==> config.mk <==
export PLATFORM = sky130hd
export DESIGN_NAME = dbf_ch_sum
export DESIGN_NICKNAME = d
export VERILOG_FILES = /design/src/rtl/dbf_pkg.sv /design/src/rtl/dbf_cmult.sv /design/src/rtl/dbf_ch_sum.sv
export SDC_FILE = /design/constraint.sdc
export NUM_CORES = 2
export LEC_CHECK = 0
export ABC_AREA = 0
export CORE_MARGIN = 2
export CORE_UTILIZATION = 65
export CTS_CLUSTER_SIZE = 16
export DETAILED_ROUTE_END_ITERATION = 10
export GPL_ROUTABILITY_DRIVEN = 0
export GPL_TIMING_DRIVEN = 1
export PLACE_DENSITY = 0.85
export SLEW_MARGIN = 40
export SYNTH_ARGS = -nofsm -noshare
export SYNTH_HDL_FRONTEND = slang
export SYNTH_SLANG_ARGS = --single-unit
==> constraint.sdc <==
create_clock -name clk -period 9.14 [get_ports clk]
set_input_delay 0.914 -clock clk [delete_from_list [all_inputs] [get_ports clk]]
set_output_delay 0.914 -clock clk [all_outputs]
set_load 0.1 [all_outputs]
==> src/rtl/dbf_pkg.sv <==
// Shared constants and types for the digital beamformer channel summer.
// Holds sample widths, reset weight and accumulator width derivation.
package dbf_pkg;

    localparam int CH_NUM_DEF = 8;
    localparam int SMP_W      = 16;
    localparam int PROD_W     = 2 * SMP_W;
    localparam int SUM_W      = PROD_W + 1;

    localparam logic signed [SMP_W-1:0] W_RST_I = 16'sh7fff;
    localparam logic signed [SMP_W-1:0] W_RST_Q = 16'sh0000;

    // Accumulator wide enough that CH_NUM full-scale sums never overflow.
    function automatic int acc_w(input int ch_num);
        return SUM_W + $clog2(ch_num);
    endfunction

    typedef struct packed {
        logic first;
        logic last;
    } ctl_t;

endpackage

==> src/rtl/dbf_cmult.sv <==
// Two-stage registered complex multiplier with valid/tag passthrough.
// Stage 1 registers the four partial products, stage 2 the complex sums.
module dbf_cmult
    import dbf_pkg::*;
(
    input  logic                    clk,
    input  logic                    rst,
    input  logic                    in_valid,
    input  ctl_t                    in_ctl,
    input  logic signed [SMP_W-1:0] di,
    input  logic signed [SMP_W-1:0] dq,
    input  logic signed [SMP_W-1:0] wi,
    input  logic signed [SMP_W-1:0] wq,
    output logic                    out_valid,
    output ctl_t                    out_ctl,
    output logic signed [SUM_W-1:0] pi,
    output logic signed [SUM_W-1:0] pq
);

    logic                     p_v;
    ctl_t                     p_ctl;
    logic signed [PROD_W-1:0] p_ii;
    logic signed [PROD_W-1:0] p_qq;
    logic signed [PROD_W-1:0] p_iq;
    logic signed [PROD_W-1:0] p_qi;

    // Product stage: full-precision signed 16x16 products.
    always_ff @(posedge clk) begin
        if (rst) begin
            p_v   <= 1'b0;
            p_ctl <= '0;
            p_ii  <= '0;
            p_qq  <= '0;
            p_iq  <= '0;
            p_qi  <= '0;
        end else begin
            p_v   <= in_valid;
            p_ctl <= in_ctl;
            p_ii  <= di * wi;
            p_qq  <= dq * wq;
            p_iq  <= di * wq;
            p_qi  <= dq * wi;
        end
    end

    // Sum stage: one extra bit so -32768^2 + -32768^2 cannot wrap.
    always_ff @(posedge clk) begin
        if (rst) begin
            out_valid <= 1'b0;
            out_ctl   <= '0;
            pi        <= '0;
            pq        <= '0;
        end else begin
            out_valid <= p_v;
            out_ctl   <= p_ctl;
            pi <= $signed({p_ii[PROD_W-1], p_ii})
                - $signed({p_qq[PROD_W-1], p_qq});
            pq <= $signed({p_iq[PROD_W-1], p_iq})
                + $signed({p_qi[PROD_W-1], p_qi});
        end
    end

endmodule

==> src/rtl/dbf_ch_sum.sv <==
// Beamformer channel summer: weights each channel and accumulates a beam.
// Channel counter, weight bank, accumulator and output truncation live here.
module dbf_ch_sum
    import dbf_pkg::*;
#(
    parameter int CH_NUM = CH_NUM_DEF,
    parameter int LEN    = 32
) (
    input  logic                      clk,
    input  logic                      rst,
    input  logic signed [SMP_W-1:0]   data_i,
    input  logic signed [SMP_W-1:0]   data_q,
    input  logic                      in_valid,
    input  logic                      in_first,
    input  logic                      w_wr_en,
    input  logic [$clog2(CH_NUM)-1:0] w_addr,
    input  logic signed [SMP_W-1:0]   w_i,
    input  logic signed [SMP_W-1:0]   w_q,
    output logic signed [LEN-1:0]     data_out_i,
    output logic signed [LEN-1:0]     data_out_q,
    output logic                      out_valid,
    output logic                      ch_err
);

    localparam int CW    = $clog2(CH_NUM);
    localparam int ACC_W = acc_w(CH_NUM);
    localparam int EXT_W = ACC_W - SUM_W;

    logic [CW-1:0]           ch;
    logic [CW-1:0]           cur_ch;
    logic signed [SMP_W-1:0] wt_i [CH_NUM];
    logic signed [SMP_W-1:0] wt_q [CH_NUM];

    logic                    s0_v;
    ctl_t                    s0_ctl;
    logic signed [SMP_W-1:0] s0_di;
    logic signed [SMP_W-1:0] s0_dq;
    logic signed [SMP_W-1:0] s0_wi;
    logic signed [SMP_W-1:0] s0_wq;

    logic                    m_v;
    ctl_t                    m_ctl;
    logic signed [SUM_W-1:0] m_pi;
    logic signed [SUM_W-1:0] m_pq;

    logic signed [ACC_W-1:0] acc_i;
    logic signed [ACC_W-1:0] acc_q;
    logic signed [ACC_W-1:0] acc_i_nxt;
    logic signed [ACC_W-1:0] acc_q_nxt;

    assign cur_ch = in_first ? '0 : ch;

    // Weight bank; the sampling stage reads the pre-write value.
    always_ff @(posedge clk) begin
        if (rst) begin
            for (int k = 0; k < CH_NUM; k++) begin
                wt_i[k] <= W_RST_I;
                wt_q[k] <= W_RST_Q;
            end
        end else if (w_wr_en) begin
            wt_i[w_addr] <= w_i;
            wt_q[w_addr] <= w_q;
        end
    end

    // Channel tracking, resync detection and sample/weight capture.
    always_ff @(posedge clk) begin
        if (rst) begin
            ch     <= '0;
            ch_err <= 1'b0;
            s0_v   <= 1'b0;
            s0_ctl <= '0;
            s0_di  <= '0;
            s0_dq  <= '0;
            s0_wi  <= '0;
            s0_wq  <= '0;
        end else begin
            ch_err <= in_valid & in_first & (ch != '0);
            s0_v   <= in_valid;
            if (in_valid) begin
                ch <= (cur_ch == CW'(CH_NUM - 1)) ? '0 : cur_ch + 1'b1;
                s0_ctl.first <= (cur_ch == '0);
                s0_ctl.last  <= (cur_ch == CW'(CH_NUM - 1));
                s0_di <= data_i;
                s0_dq <= data_q;
                s0_wi <= wt_i[cur_ch];
                s0_wq <= wt_q[cur_ch];
            end
        end
    end

    dbf_cmult u_cmult (
        .clk       (clk),
        .rst       (rst),
        .in_valid  (s0_v),
        .in_ctl    (s0_ctl),
        .di        (s0_di),
        .dq        (s0_dq),
        .wi        (s0_wi),
        .wq        (s0_wq),
        .out_valid (m_v),
        .out_ctl   (m_ctl),
        .pi        (m_pi),
        .pq        (m_pq)
    );

    // Channel 0 restarts the sum, which also discards an aborted frame.
    always_comb begin
        acc_i_nxt = {{EXT_W{m_pi[SUM_W-1]}}, m_pi};
        acc_q_nxt = {{EXT_W{m_pq[SUM_W-1]}}, m_pq};
        if (!m_ctl.first) begin
            acc_i_nxt = acc_i + acc_i_nxt;
            acc_q_nxt = acc_q + acc_q_nxt;
        end
    end

    // Accumulate and publish the truncated top LEN bits on the last channel.
    always_ff @(posedge clk) begin
        if (rst) begin
            acc_i      <= '0;
            acc_q      <= '0;
            data_out_i <= '0;
            data_out_q <= '0;
            out_valid  <= 1'b0;
        end else begin
            out_valid <= 1'b0;
            if (m_v) begin
                acc_i <= acc_i_nxt;
                acc_q <= acc_q_nxt;
                if (m_ctl.last) begin
                    data_out_i <= acc_i_nxt[ACC_W-1 -: LEN];
                    data_out_q <= acc_q_nxt[ACC_W-1 -: LEN];
                    out_valid  <= 1'b1;
                end
            end
        end
    end

endmodule

==> results.md <==
- Synth Warn #: 0
- Largest net degree at the start of global routing: 110
- Largest cells by area after synthesis: fa_1, dfxtp_1, edfxtp_1
- Reg area: 0.0159 sq mm
- Max Cap Viol: 0
- Main flop type after synthesis: dfxtp_1
- Pin slew with the least headroom to its limit: 0.971 ns
- Adder-Cell Fraction of Synth Area: 0.386
- Number of setup violations in the final report: 0
- DIE AREA: 0.110 sq mm
- Crit path capture type: flop
- Placed cell area: 0.0720 sq mm
- Total number of vias: 52400
- Synth unique cells: 87
- Post-CTS Hold Buffers: 0
- Fill cells: 7452
- Die Wd: 331 microns
- Reg-to-Reg End: u_cmult.p_qq[30]
- Max Root-Sink Buffers: 3
- H-Tree Depth: 3
- Initial antenna violation count: 3
- Ant diodes: 0
- Remaining routing DRC violations: 0
- Simple-gate area share of the yosys netlist: 0.154
- Crit share post-route: 0.829
- Total wire length: 183000 microns
- Crit path to: u_cmult.p_qq[30]
- Post-synth EDFFs: 256
- Max Fclk: 0.132 GHz
- CP arrival: 8.13 ns
- Setup Buffers After CTS: 0
- Pre-Repair DR Iteration Count: 6
- Reg2reg path depth: 21
- Min-Delay Path Class: reg2reg
- DPL Wire Length: 134000 microns
- CTS tree: built
- GRT Residual Overflow: 0
- WL/cell: 21.0 microns
- Min Tclk post-route: 7.58 ns
- Async set or reset register ratio after synthesis: 0
- Critical Path RT: 9.69 ns
- Cell mode on critical path: fa_1
- Post-route cell area: 0.0746 sq mm
- CP Cell Sequence: buf_4 -> and2_1 -> fa_1 -> inv_1 -> fa_1 -> fa_1 -> fa_1 -> inv_1 -> fa_1 -> inv_1 -> fa_1 -> inv_1 -> ha_1 -> and3_1 -> a31oi_1 -> nor2_1 -> a2111oi_1 -> o21ai_0 -> a31oi_1 -> xor2_1 -> nor2_1
- Fin Hold WS: 0.455 ns
- Worst Skew: 0.0207 ns
- Post-synthesis mux area share: 0.0245
- CP max FO: 18
- Mapped Nets: 8857
- All-Layer GR Usage: 0.340
- Largest family of logic cells by synthesized area: adder cells
- CTS Buf Count: 77
- Clk Latency, worst-skew pair: 0.68 ns
- Post-CTS sizing: 0
- Fin Setup TNS: 0 ns
- Relative slew slack: 0.352
- Area of the multi-input gates: 0.0479 sq mm
- WS Path Type: reg2reg
- Outcome: complete, no violations
- Mapped cell area: 0.0697 sq mm
- Max-slew violation count: 0
- IO Port Bufs: 137
- Total Power: 13.0 mW
- RR Startpoint: s0_dq[5]
- Net count reported at finish: 8809
- Starting Density: 0.653
- Peak supply drop: 176 uV
- XOR/XNOR share of the synthesized area: 0.0288
- Vias per cell: 6.03
- Clock-pin slew on the worst setup and hold paths: 0.07 ns
- Unrepaired setup endpoints after global routing: false
- Syn Area/Cell: 9.59 sq um
- Cells after synthesis: 7268
- Worst hold stages: 1
- Drt first-iter violations: 5205
- Clock Tree Root: clkbuf_16
- Post-layout util: 0.699
- Ports: 138
- Share of cells above drive strength 1: 0.0559
- PD cells: 175 mW/mm^2
- Startpoint types: flop
- Hold Violations, Final: 0
- Yosys top cell by area: fa_1
- Max incr delay on CP: 0.94 ns
- Height of the die: 331 microns
- Register area share after synthesis: 0.228
- Compound-Gate Fraction of Synth Area: 0.0941
- Crit path launch: s0_dq[5]
- Routed Antenna Nets: 0
- Leakage: 35.4 nW
- Row cnt: 120
- Number of synthesized register bits: 664
- Vias in the first global route: 55641
- Area grow syn2layout: 7.05%
- Clk sinks: 664
- Core ar.: 0.107 sq mm
- Synth top area share: 0.302
- First-pass GRT wire length: 294000 microns
- FF-to-FF setup slack: 1.56 ns
- Critical path's slowest cell: dfxtp_1
## kinds of logic after synthesis
logic type               count (synthesis)
AO/OA/AOI/OAI                          991
XOR/XNOR                               229
adder cells (fa/ha/maj)               1517
buffers and inverters                 1590
flip-flops                             664
multiplexers                           130
AND/OR/NAND/NOR                       2147
## worst min-delay path by stage
stage                          start                  to
finish              u_cmult.p_ctl[1]  u_cmult.out_ctl[1]
global route        u_cmult.p_ctl[1]  u_cmult.out_ctl[1]
CTS                 u_cmult.p_ctl[1]  u_cmult.out_ctl[1]
detailed placement  u_cmult.p_ctl[1]  u_cmult.out_ctl[1]
global placement                s0_v         u_cmult.p_v
floorplan           u_cmult.p_ctl[0]  u_cmult.out_ctl[0]
## stage by stage
| stage | instances | setup slack [ns] |
|---|---|---|
| after floorplan | 7268 | 2.74 |
| after global placement | 8542 | 1.66 |
| after detailed placement | 8543 | 1.69 |
| after CTS | 8684 | 1.66 |
| after global routing | 8685 | 1.29 |
| final | 8685 | 1.56 |
## critical path: cells and delay by family (launching register included)
kind                       cells  cell delay (ns)
AOI/OAI and AO/OA              4             1.94
xor gates and xnor gates       1             0.16
adders and majority gates      7             3.15
buffers and inverters          5             0.64
DFF                            1             0.94
and+or+nand+nor                4             0.59
## synth_stat cells, types with 7 or more instances
library cell and instances:
a211o_1 13, a211oi_1 174, a21o_1 106, a21oi_1 252, a221oi_1 34, a311oi_1 13, a31oi_1 33, a41oi_1 8
and2_1 638, and3_1 26, buf_1 24, clkbuf_1 344, dfxtp_1 408, edfxtp_1 256, fa_1 1052, ha_1 465
inv_1 1218, mux2_2 7, mux2i_1 91, mux4_2 32, nand2_1 609, nand2b_1 79, nand3_1 48, nand4_1 18
nor2_1 461, nor2b_1 49, nor3_1 54, nor3b_1 10, o211ai_1 11, o21a_1 37, o21ai_0 186, o21bai_1 30
o31a_1 9, or2_2 9, or3_1 107, or4_1 7, xnor2_1 149, xor2_1 80
## registers in the layout (all words and copies together) (netlist names), 2 cells and up
name             count
s0_di               16
s0_wi               16
u_cmult.p_ctl        2
acc_q               36
acc_i               36
s0_dq               16
u_cmult.p_iq        32
s0_wq               16
u_cmult.p_qi        32
u_cmult.out_ctl      2
wt_i               128
ch                   3
wt_q               128
u_cmult.pq          33
data_out_q          32
s0_ctl               2
u_cmult.p_ii        32
u_cmult.p_qq        32
u_cmult.pi          33
data_out_i          32
## layout make-up
class                           count  share of cell area
Inverter                         1219              0.0613
Timing Repair Buffer              244              0.0253
Sequential cell                   664               0.213
Clock buffer                      104              0.0287
Tap cell                         1403              0.0235
Multi-Input combinational cell   5014               0.643
Clock inverter                     37             0.00543
## cells in the final DEF, fill, tap and decap left out, drive strengths merged, types with 10 or more instances in the layout
cell	count
a21oi	252
a211oi	175
nor2	462
a211o	13
a311oi	13
o21bai	30
clkinv	23
mux4	32
nor3b	10
mux2i	91
a21o	107
or3	107
fa	1052
ha	465
a31oi	34
o211ai	12
inv	1223
dfxtp	408
clkbuf	104
o21ai	189
and3	27
clkdlybuf4s50	69
nand3	48
nor3	54
nand2b	79
xor2	80
a221oi	36
xnor2	149
nor2b	49
nand2	609
o21a	37
nand4	18
and2	638
edfxtp	256
buf	175
## per-layer routing
| layer | wire, microns | vias up | GRT usage |
|---|---|---|---|
| li1 | - | 23079 | - |
| met1 | 66000 | 25796 | 0.418 |
| met2 | 85100 | 2776 | 0.550 |
| met3 | 17600 | 745 | 0.0650 |
| met4 | 14100 | 4 | 0.227 |
| met5 | 29 | - | 0 |
## where the power goes
group / total [mW] / switching (mW) / leakage [nW] / internal [mW]
combinational: 6.08 / 3.70 / 28.3 / 2.38
clock: 3.16 / 1.36 / 1.23 / 1.80
sequential: 3.81 / 0.356 / 5.86 / 3.45
Power figures use the tool's default switching activity.
==> edit, RTL diff (config.mk and constraints unchanged) <==
Register the input `w_q` before use, without a reset. The logic sees it one clock later. The other inputs are not delayed to match.
--- a/src/rtl/dbf_ch_sum.sv
+++ b/src/rtl/dbf_ch_sum.sv
@@ -26,4 +26,10 @@
     localparam int ACC_W = acc_w(CH_NUM);
     localparam int EXT_W = ACC_W - SUM_W;
+
+    logic signed [SMP_W-1:0] w_q_q;
+
+    always_ff @(posedge clk) begin
+        w_q_q <= w_q;
+    end
 
     logic [CW-1:0]           ch;
@@ -60,5 +66,5 @@
         end else if (w_wr_en) begin
             wt_i[w_addr] <= w_i;
-            wt_q[w_addr] <= w_q;
+            wt_q[w_addr] <= w_q_q;
         end
     end
Formal check against the unedited RTL: same outputs for any inputs over 4 cycles, from zero or initial values and one cycle with rst high; that may be too few to reach the edited logic, so the function may still have changed.
==> edit against the original RTL <==
Area after synthesis rose by 0.75%; fmax is 2.0% higher; wire length is 1.2% lower; sequential cell count rose by 16; combinational power down 7.1%; final cell count rose by 0.35%; worst setup slack better by 0.15 ns; synthesized cell count rose by 0.48%; cell area grew 0.76%; total power is 2.1% lower.
==> edit: results (changes against the original RTL) <==
global_routing:
  antenna_found_initial: 9  # +6
  grt_start_max_net_pins: 106  # -3.6%
  grt_pass1_wl_mm: 290.9  # -1.0%
  grt_usage: 0.3333  # -0.006872
  grt_pass1_vias: 55370  # -0.49%
clock_tree:
  cts_made_buffers: 76  # -1.3%
  postCtsSetupBuffers: 0  # unchanged
  cts_max_level: 3  # unchanged
  path_clk_slew_ns: 0.06
synth:
  synth_area_leaders: "fa_1 (30%), dfxtp_1 (12%), edfxtp_1 (11%)"
  yosysTopAreaCellShare: 0.3000  # -0.002246
  synth_cell_types: 98  # +13%
  yosysSeqAreaShare: 0.2304  # +0.002871
  synth_nets: 8892  # +0.40%
  avgSynthCellArea_um2: 9.613  # +0.27%
  synth_ff_type: "dfxtp_1"
  ys_async_sr_fraction: 0  # unchanged
  ys_top_cells_by_count: "inv_1 (1217), fa_1 (1052), and2_1 (637)"
  ys_warn_count: 0  # unchanged
  synth-edff-count: 256  # unchanged
setup_path:
  critPathKind: "reg2reg"
  reg2reg_depth: 20  # -4.8%
  r2r_slack_ns: 1.71  # +0.15 ns
  arrival_ns: 7.95  # -0.18 ns
  r2r-start: "s0_di[15]"
  endpoint: "u_cmult.p_ii[31]"
  path_max_fanout: 18  # unchanged
placement:
  dp.cells: 8573  # +0.35%
  post-place-ws_ns: 1.866  # +0.1742 ns
  hpwl_mm: 131.8  # -1.7%
  place_area_um2: 72480  # +0.68%
  io_buffer_count: 137  # unchanged
hold_path:
  min_path_cells: 1  # unchanged
  min_to: "u_cmult.p_v"
  hold_start: "s0_v"
finish:
  fillers: 7427  # -0.34%
  nNetsFinal: 8837  # +0.32%
  reg_top3: "wt_i: 128 flops, wt_q: 128 flops"
  drive_gt1_frac: 0.05774  # +0.001854
sta:
  fmax_mhz: 134.5  # +2.0%
  whs_ns: 0.4424  # -0.01234 ns
  slew_headroom: 0.3485  # -0.003035
  setup_viol: 0  # unchanged
  fin_skew_ns: 0.03430  # +0.01360 ns
run_status:
  status: "finished, final reports clean"
route:
  drt-total-wl_mm: 180.6  # -1.2%
  drtIter0Drc: 4939  # -5.1%
  wire_per_inst_um: 20.73  # -1.5%
  via_per_inst: 6.022  # -0.19%
pwr:
  p_comb_frac: 0.442  # -0.024
  cellLeakagePower_nw: 35.60  # +0.51%
  p_seq_frac: 0.301  # +0.009
  sw_frac_of_total: 0.4023  # -0.01255
  ir_drop_mv: 0.1817  # +3.2%
## edit: changes by cell type in the layout (fill, tap and decap cells not counted), sizes merged, moves of 8 or more
cell and change:
a21o -11, nand2b +11, a31oi +10, nand3 -9, a21oi +37, o211ai +8
nor2 +23, nand2 -18, o21ai -17, o31ai +9, dfxtp +16
## edit: cells by family (layout without fill, tap and decap cells)
family,after synthesis,after routing,synth area share
and+or+nand+nor,2154,2154,0.1537
buffers and inverters,1591,1596,0.08517
adders and majority gates,1517,1517,0.3829
AOI/OAI and AO/OA,1002,1002,0.09492
DFF,680,680,0.2304
xor gates and xnor gates,225,225,0.02807
muxes,134,134,0.02490
other,0,4,0
## edit: worst max-delay path: stages (launching register included)
cell	delay (ns)
dfxtp_1	0.77
nand2_1	0.22
inv_1	0.19
fa_1	0.56
fa_1	0.90
fa_1	0.53
fa_1	0.51
fa_1	0.49
inv_1	0.05
fa_1	0.49
inv_1	0.05
ha_1	0.35
nand2_1	0.11
nor3_1	0.52
and3_1	0.26
nand3_1	0.14
nand4b_1	0.18
nand4_1	0.14
a21boi_0	0.41
nand4_1	0.14
o211ai_1	0.27
## edit: layout make-up
cell class | count | area, um2 | share of cell area
flip-flops and latches | 680 | 16210 | 0.2156
well taps | 1403 | 1755 | 0.02335
clock buffers | 108 | 2152 | 0.02863
multi-input cells | 5032 | 48140 | 0.6405
inverters | 1219 | 4576 | 0.06088
diodes | 4 | 10.01 | 0.0001332
clock inverters | 30 | 489.2 | 0.006509
repair buffers | 239 | 1832 | 0.02437
## edit: routing by layer
metal  vias to the layer above  global-route usage  wire, um  share of wire
li1                      23158                   -         -              -
met1                     25802              0.4192     66220           0.37
met2                      2822              0.5403     84760           0.47
met3                       690             0.06297     17650          0.098
met4                         8              0.1956     11950          0.066
met5                         -                   0        50        0.00028
